<file path="config.mk">
export PLATFORM = sky130hd
export DESIGN_NAME = cstuff_fifo
export DESIGN_NICKNAME = d
export VERILOG_FILES = /design/src/rtl/cstuff_fifo.sv
export SDC_FILE = /design/constraint.sdc
export NUM_CORES = 1
export LEC_CHECK = 0
export CORE_MARGIN = 4
export CORE_UTILIZATION = 43
export DETAILED_ROUTE_END_ITERATION = 8
export PLACE_DENSITY = 0.81
export SLEW_MARGIN = 15
export SYNTH_ARGS = -nofsm -noshare
export SYNTH_HDL_FRONTEND = slang
export SYNTH_SLANG_ARGS = --single-unit
</file>
<file path="constraint.sdc">
create_clock -name clk -period 4.46 [get_ports clk]
set_input_delay 1.115 -clock clk [delete_from_list [all_inputs] [get_ports clk]]
set_output_delay 1.115 -clock clk [all_outputs]
set_load 0.02 [all_outputs]
</file>
<file path="src/rtl/cstuff_fifo.sv">
// Elastic rdy/vld buffer between blockA and blockC with an APB status/control port.
// Exposes occupancy, high-water mark, pop count, plus flush and hold controls.
module cstuff_fifo #(
  parameter int DEPTH  = 4,
  parameter int DATA_W = 8
) (
  input  logic              clk,
  input  logic              rst_n,
  input  logic              in_vld,
  output logic              in_rdy,
  input  logic [DATA_W-1:0] in_data,
  output logic              out_vld,
  input  logic              out_rdy,
  output logic [DATA_W-1:0] out_data,
  input  logic              psel,
  input  logic              penable,
  input  logic              pwrite,
  input  logic [31:0]       paddr,
  input  logic [31:0]       pwdata,
  output logic [31:0]       prdata,
  output logic              pready,
  output logic              pslverr
);

  localparam int AW = (DEPTH > 1) ? $clog2(DEPTH) : 1;
  localparam int CW = AW + 1;
  localparam logic [CW-1:0] FULL_CNT = CW'(DEPTH);

  localparam logic [1:0] A_STATUS = 2'd0;
  localparam logic [1:0] A_HWM    = 2'd1;
  localparam logic [1:0] A_XFER   = 2'd2;
  localparam logic [1:0] A_CTRL   = 2'd3;

  // Occupancy-style values are reported in an 8-bit field; clamp rather than wrap.
  function automatic logic [7:0] sat8(input logic [CW-1:0] v);
    logic [31:0] w;
    w = 32'(v);
    return (w > 32'd255) ? 8'hFF : w[7:0];
  endfunction

  logic [DATA_W-1:0] mem [DEPTH];

  logic [CW-1:0] wr_ptr, rd_ptr, count, hwm;
  logic [CW-1:0] wr_ptr_nxt, rd_ptr_nxt, count_nxt, hwm_nxt;
  logic [15:0]   xfer, xfer_nxt;
  logic          hold, hold_nxt;

  logic access, wr_en, flush, push, pop;
  logic hwm_clr, xfer_clr, ctrl_wr;
  logic empty, full;

  logic unused_bits;
  assign unused_bits = ^{paddr[31:4], paddr[1:0], pwdata[31:2]};

  assign empty = (count == '0);
  assign full  = (count == FULL_CNT);

  assign in_rdy   = rst_n && !full;
  assign out_vld  = rst_n && !empty && !hold;
  assign out_data = mem[rd_ptr[AW-1:0]];

  assign pready  = 1'b1;
  assign pslverr = 1'b0;

  assign access   = psel && penable;
  assign wr_en    = access && pwrite;
  assign ctrl_wr  = wr_en && (paddr[3:2] == A_CTRL);
  assign hwm_clr  = wr_en && (paddr[3:2] == A_HWM);
  assign xfer_clr = wr_en && (paddr[3:2] == A_XFER);
  // The flush write itself empties the buffer, so a push in that cycle is dropped.
  assign flush    = ctrl_wr && pwdata[0];

  assign push = in_vld && in_rdy && !flush;
  assign pop  = out_vld && out_rdy;

  always_comb begin
    wr_ptr_nxt = wr_ptr;
    rd_ptr_nxt = rd_ptr;
    count_nxt  = count;
    if (flush) begin
      wr_ptr_nxt = '0;
      rd_ptr_nxt = '0;
      count_nxt  = '0;
    end else begin
      wr_ptr_nxt = wr_ptr + CW'(push);
      rd_ptr_nxt = rd_ptr + CW'(pop);
      case ({push, pop})
        2'b10:   count_nxt = count + 1'b1;
        2'b01:   count_nxt = count - 1'b1;
        default: count_nxt = count;
      endcase
    end
  end

  // HWM tracks the post-update occupancy; a clear loads that same value.
  always_comb begin
    hwm_nxt = hwm;
    if (hwm_clr)
      hwm_nxt = count_nxt;
    else if (count_nxt > hwm)
      hwm_nxt = count_nxt;
  end

  always_comb begin
    xfer_nxt = xfer;
    if (xfer_clr)
      xfer_nxt = '0;
    else if (pop)
      xfer_nxt = xfer + 16'd1;
  end

  always_comb begin
    hold_nxt = hold;
    if (ctrl_wr)
      hold_nxt = pwdata[1];
  end

  always_ff @(posedge clk) begin
    if (!rst_n) begin
      wr_ptr <= '0;
      rd_ptr <= '0;
      count  <= '0;
      hwm    <= '0;
      xfer   <= '0;
      hold   <= 1'b0;
    end else begin
      wr_ptr <= wr_ptr_nxt;
      rd_ptr <= rd_ptr_nxt;
      count  <= count_nxt;
      hwm    <= hwm_nxt;
      xfer   <= xfer_nxt;
      hold   <= hold_nxt;
    end
  end

  // Payload storage is left unreset; the pointers define what is valid.
  always_ff @(posedge clk) begin
    if (push)
      mem[wr_ptr[AW-1:0]] <= in_data;
  end

  always_comb begin
    prdata = '0;
    if (access) begin
      case (paddr[3:2])
        A_STATUS: prdata = {14'd0, full, empty, 8'd0, sat8(count)};
        A_HWM:    prdata = {24'd0, sat8(hwm)};
        A_XFER:   prdata = {16'd0, xfer};
        A_CTRL:   prdata = {30'd0, hold, 1'b0};
        default:  prdata = '0;
      endcase
    end
  end

endmodule

</file>
* Yosys cells after proc, flatten, opt, wreduce, memory -nomap -nowiden *
Memories as Yosys holds them, arrays and structs flattened. A register that Yosys moved wholly into a read port is not among the register bits.
Cells that the tools add are included.

cells by class
  add/subtract/negate cells = 5
  $lt $le $gt $ge = 1
  equality and inequality tests = 6
  muxes and demuxes = 9
  bitwise gates (word level) = 1
  reductions and logical operators = 21

operators with widths
  cell                   number
  $pmux 32 s4            1
  $mux 32                1
  $add 16x1->16 const B  1
  $logic_and 1x1->1      12
  $mux 3                 3
  $add 3x1->3            2
  $eq 2x2->1 const B     3
  $pmux 3 s2             1
  $eq 2x1->1 const B     2
  $logic_not 1->1        4
  $reduce_or 2->1        2
  $add 3x1->3 const B    1
  $eq 3x3->1 const B     1
  $gt 3x3->1             1
  $logic_not 3->1        1
  $sub 3x1->3 const B    1
  $logic_not 2->1        1
  $mux 1                 2
  $mux 2                 1
  $reduce_bool 2->1      1
  $not 1->1              1

storage, ports and cells
  bits in registers = 29
  bits in writable memories = 32
  input port bits = 79
  output and inout bits = 44
  word-level logic and storage cells = 50
  memories kept = 1

memories
  name  depth  bits a word  rd ports  clocked after Yosys merged registers in  wr ports  RTL line  text
  mem   4      8            1         1                                        1         41        logic [DATA_W-1:0] mem [DEPTH];

* Longest topological paths before layout *
  depth in word-level cells = 12
  mapped depth = 15
  depth with buffers taken out = 14

* Worst setup path after synthesis *
OpenSTA, ideal clock, no wires.

  path kind = input to register
  start = input rst_n
  end = register hwm[0]
  setup time = 0.121 ns
  arrival time = 3.899 ns
  data required time = 4.339 ns
  slack = 0.440 ns
  stages on the path = 14
  buffers on the path = 1
  cell sequence = clkbuf_1 o31a_1 nand3_1 ha_1 fa_1 xnor2_1 o21a_1 nor2_1 nor2_1 ha_1 nand3_1 o21ai_0 o32ai_1 mux2_2

on the way
  cells in the longest elaborated chain, start to end = 8
  elaborated cells between the ends (all ways) = 14
  those cells by class = order compare (1); eq/ne (2); mux (4); reduce/logical (7)

ends and longest elaborated chain
  what                                             RTL line  text
  from (decl)                                      8         input logic rst_n,
  $logic_and 1x1->1 *                              58        assign in_rdy = rst_n && !full;
  named net in_rdy                                 10        output logic in_rdy,
  $logic_and 1x1->1 * (2 in series)                73        assign push = in_vld && in_rdy && !flush;
  $eq 2x1->1 / $eq 2x2->1 (equally long branches)  87        case ({push, pop})
  $pmux 3 s2 *                                     87
  $mux 3 *                                         80        if (flush) begin
  named net count_nxt[2]                           44        logic [CW-1:0] wr_ptr_nxt, rd_ptr_nxt, count_nxt, hwm_nxt;
  $gt 3x3->1 *                                     100       else if (count_nxt > hwm)
  $reduce_bool 2->1 (no line) *                    -
  to (signal assigned)                             130       hwm <= hwm_nxt;
  to (decl)                                        43        logic [CW-1:0] wr_ptr, rd_ptr, count, hwm;

Mark *: on every way through the listed nets, which the timed path passes. The rest lies on a longest branch. The select of a mux whose other input is x is not followed.
A chain may end at the register's enable or synchronous reset.

* Final worst setup path *
  start = input psel
  end = register hwm[0]

on the way
  cells in the longest elaborated chain, start to end = 11
  elaborated cells between the ends (all ways) = 15
  those cells by class = order compare (1); eq/ne (2); mux (4); reduce/logical (8)

ends and longest elaborated chain
  what                                             RTL line  text
  from (decl)                                      15        input logic psel,
  $logic_and 1x1->1 *                              65        assign access = psel && penable;
  $logic_and 1x1->1 *                              66        assign wr_en = access && pwrite;
  $logic_and 1x1->1 *                              67        assign ctrl_wr = wr_en && (paddr[3:2] == A_CTRL);
  $logic_and 1x1->1 *                              71        assign flush = ctrl_wr && pwdata[0];
  $logic_not 1->1                                  73
  $logic_and 1x1->1                                73
  $eq 2x1->1 / $eq 2x2->1 (equally long branches)  87
  $pmux 3 s2                                       87
  $mux 3 *                                         80
  named net count_nxt[1]                           44
  $gt 3x3->1 *                                     100
  $reduce_bool 2->1 (no line) *                    -

Marked as above.

==> impl_metrics.json <==
{
  "fin_crit_sh_pct": 91.6,
  "boundaryPins": 123,
  "wl_per_cell_microns": 14.8,
  "rsz0062_at_grt": "false",
  "port_buffers": 46,
  "drcViolationCount": 0,
  "yosysSeqAreaShare_pct": 52.0,
  "post-cts-setup-buffers": 0,
  "synth-seq-cells": 59,
  "placed_cells": 373,
  "grt_antenna_before_repair": 0,
  "cp_max_fo": 5,
  "setup_viol_count_final": 0,
  "die_area_sq_um": 8080,
  "ctsResizeCount": 0,
  "min_path_type": "reg -> reg",
  "insertion_delay_ns": 0.33,
  "fp.dieH_microns": 89.9,
  "tns_ns": 0,
  "skew_ns": 0.00619,
  "power_w": 0.00146,
  "vdd_drop_max_uv": 223,
  "wl_microns": 5740,
  "cp_common_cell": "nand3_1",
  "tightest_slew_ns": 0.715,
  "path_clk_slew_ns": 0.07,
  "p_seq_share_pct": 41.7,
  "place_hpwl_microns": 4120,
  "cp_cell_sequence": "clkdlybuf4s50_1, nand3_1, or3_1, nand3_1, ha_1, fa_1, mux2i_1, nor2_1, ha_1, nand3_1, o21ai_0, o32ai_1, mux2_2",
  "drtAntennaViolNets": 0,
  "grt.overflow.total": 0,
  "initial_utilization_pct": 44.9,
  "worst_hold_slack_ns": 0.478,
  "finalHoldViolCount": 0,
  "yosysWarningCount": 0,
  "max_clock_freq_ghz": 0.245,
  "p_per_area_nw_per_um2": 398,
  "via_count": 2016,
  "syn_to_final_growth_pct": 27.2,
  "outcome": "completed",
  "viasPerCell": 5.18,
  "drt_iter0_drc": 83,
  "synth.distinct_cells": 43,
  "fin_ws_ns": 0.374,
  "syn_area_per_cell_sq_um": 11.5,
  "grt_pass1_wl_microns": 9720,
  "die_w_microns": 89.9,
  "cp.required_ns": 4.68,
  "p_clk_share_pct": 44.3,
  "num_rows": 29,
  "cts-htree-levels": 3,
  "grt_usage_pct": 15.0,
  "drive_above_1_share_pct": 12.5,
  "crit_path_top_delay_cell": "clkdlybuf4s50_1",
  "tritoncts": "done",
  "place.gp.congestion": 0.892,
  "swShare_pct": 23.1,
  "core_sq_um": 6420,
  "period_minus_slack_ns": 4.09,
  "worstRegToRegCells": 14,
  "grt_pass1_vias": 2006,
  "grt_max_degree": 17,
  "drv_slew": 0,
  "arrival_ns": 4.31,
  "clock-root-buffer": "clkbuf_8",
  "first_pass_iters": 4,
  "stdcell_count": 389,
  "diodes": 0,
  "power.switching_w": 0.000338,
  "netlist_instances": 251,
  "intPower_w": 0.00112,
  "synth_area_sq_um": 2890,
  "dp_slack_ns": 0.0386,
  "maxCapViolations": 0,
  "max_stage_delay_ns": 0.49,
  "combPwrFrac_pct": 14.0,
  "end_kind": "flop",
  "max-slew-margin-rel_pct": 51.9,
  "cts_buffers": 9,
  "clockBufferDepth": 2,
  "cts_hold_buf": 0,
  "clock_sinks": 59,
  "crit_type": "in -> reg",
  "critPathLaunchType": "input port",
  "whs_path_depth": 2,
  "p_leak_nw": 1.34,
  "fin_nets": 394
}
per-stage QoR:
| stage | util [%] | instance area, sq um |
|---|---|---|
| 4_1_cts | 57.2 | 3670 |
| 3_5_place_dp | 53.0 | 3410 |
| 6_report | 57.2 | 3670 |
| 5_1_grt | 57.2 | 3670 |
| 2_1_floorplan | - | 2940 |
| 3_3_place_gp | 53.0 | 3410 |
critical path, delay by kind of cell:
kind	cells	cell delay, ns
fa+ha+maj	3	0.93
simple gates	5	0.85
mux	2	0.60
buf+inv	1	0.49
compound gates	2	0.33
cell type report:
cell class / count / area, sq um
Clock buffer: 10 / 128
Timing Repair Buffer: 56 / 536
Clock inverter: 6 / 138
Multi-Input combinational cell: 171 / 1230
Fill cell: 530 / 2750
Tap cell: 77 / 96.3
Sequential cell: 59 / 1500
Inverter: 10 / 37.5
final timing paths:
check,start,slack [ns],endpoint
min,xfer[15],0.48,xfer[15]
max reg2reg,count[2],0.95,hwm[0]
min reg2reg,xfer[15],0.48,xfer[15]
max,psel,0.37,hwm[0]
power groups by stage:
stage | sequential (W) | clock (W) | combinational (W)
floorplan | 0.000614 | 0 | 0.000144
global placement | 0.000620 | 0 | 0.000200
detailed placement | 0.000621 | 0 | 0.000204
CTS | 0.000610 | 0.000655 | 0.000205
global route | 0.000613 | 0.000691 | 0.000226
finish | 0.000610 | 0.000648 | 0.000204
cells in the final DEF, fill, tap and decap left out, types with 6 or more instances in the layout:
cell / synthesis / final
and2_1: 15 / 15
mux4_2: 9 / 9
ha_1: 7 / 7
nand3_1: 9 / 9
o31ai_1: 7 / 7
clkbuf_8: 0 / 9
dfxtp_1: 27 / 27
inv_1: 10 / 10
nor2_1: 19 / 19
clkdlybuf4s50_1: 0 / 46
nand2_1: 11 / 11
edfxtp_1: 32 / 32
buf_4: 16 / 10
a21oi_1: 11 / 11
conb_1: 2 / 16
xor2_1: 6 / 6
or4_1: 6 / 6
layer usage:
layer | wire (microns) | global-route usage, % | part of all wire, %
met1 | 2570 | 19.0 | 45
met2 | 2830 | 23.9 | 49
met3 | 222 | 3.17 | 3.9
met4 | 123 | 8.67 | 2.1
met5 | 0 | 0 | 0
cell families (layout without fill, tap and decap cells):
kind of cell / after synthesis / count (layout) / share of synthesized area, %
buffers and inverters: 35 / 82 / 6.98
AOI/OAI and AO/OA: 26 / 26 / 5.64
DFF: 59 / 59 / 52.0
other: 2 / 16 / 0.260
xor gates and xnor gates: 11 / 11 / 3.34
muxes: 16 / 16 / 9.54
adders and majority gates: 8 / 8 / 3.73
and+or+nand+nor: 94 / 94 / 18.5
synth_stat cells:
cell | number | share of area, %
edfxtp_1 | 32 | 33
dfxtp_1 | 27 | 19
nor2_1 | 19 | 2.5
buf_4 | 16 | 4.2
and2_1 | 15 | 3.3
a21oi_1 | 11 | 1.9
nand2_1 | 11 | 1.4
inv_1 | 10 | 1.3
mux4_2 | 9 | 7.0
nand3_1 | 9 | 1.6
ha_1 | 7 | 3.0
o31ai_1 | 7 | 1.8
clkbuf_1 | 6 | 0.78
or4_1 | 6 | 1.6
xor2_1 | 6 | 1.8
mux2i_1 | 5 | 1.7
xnor2_1 | 5 | 1.5
and3_1 | 4 | 0.87
nand4_1 | 4 | 0.87
or3_1 | 4 | 0.87
nor2b_1 | 3 | 0.65
nor3_1 | 3 | 0.52
nor4_1 | 3 | 0.65
o21ai_0 | 3 | 0.52
and4_1 | 2 | 0.61
and4b_1 | 2 | 0.69
buf_2 | 2 | 0.35
conb_1 | 2 | 0.26
mux2_2 | 2 | 0.78
nor3b_1 | 2 | 0.52
or3_2 | 2 | 0.52
a211oi_1 | 1 | 0.26
and2b_1 | 1 | 0.26
buf_6 | 1 | 0.39
fa_1 | 1 | 0.69
nand2b_1 | 1 | 0.22
nand4b_1 | 1 | 0.30
nor3_2 | 1 | 0.35
nor4b_1 | 1 | 0.30
o21a_1 | 1 | 0.26
o21bai_1 | 1 | 0.26
o31a_1 | 1 | 0.30
o32ai_1 | 1 | 0.30
flip-flops by register name, summed over array words and instances (netlist names):
signal and cells:
xfer 16, mem 32, hwm 3, rd_ptr 2, hold 1, wr_ptr 2
count 3
No activity file was read; power rests on OpenSTA's default activity.
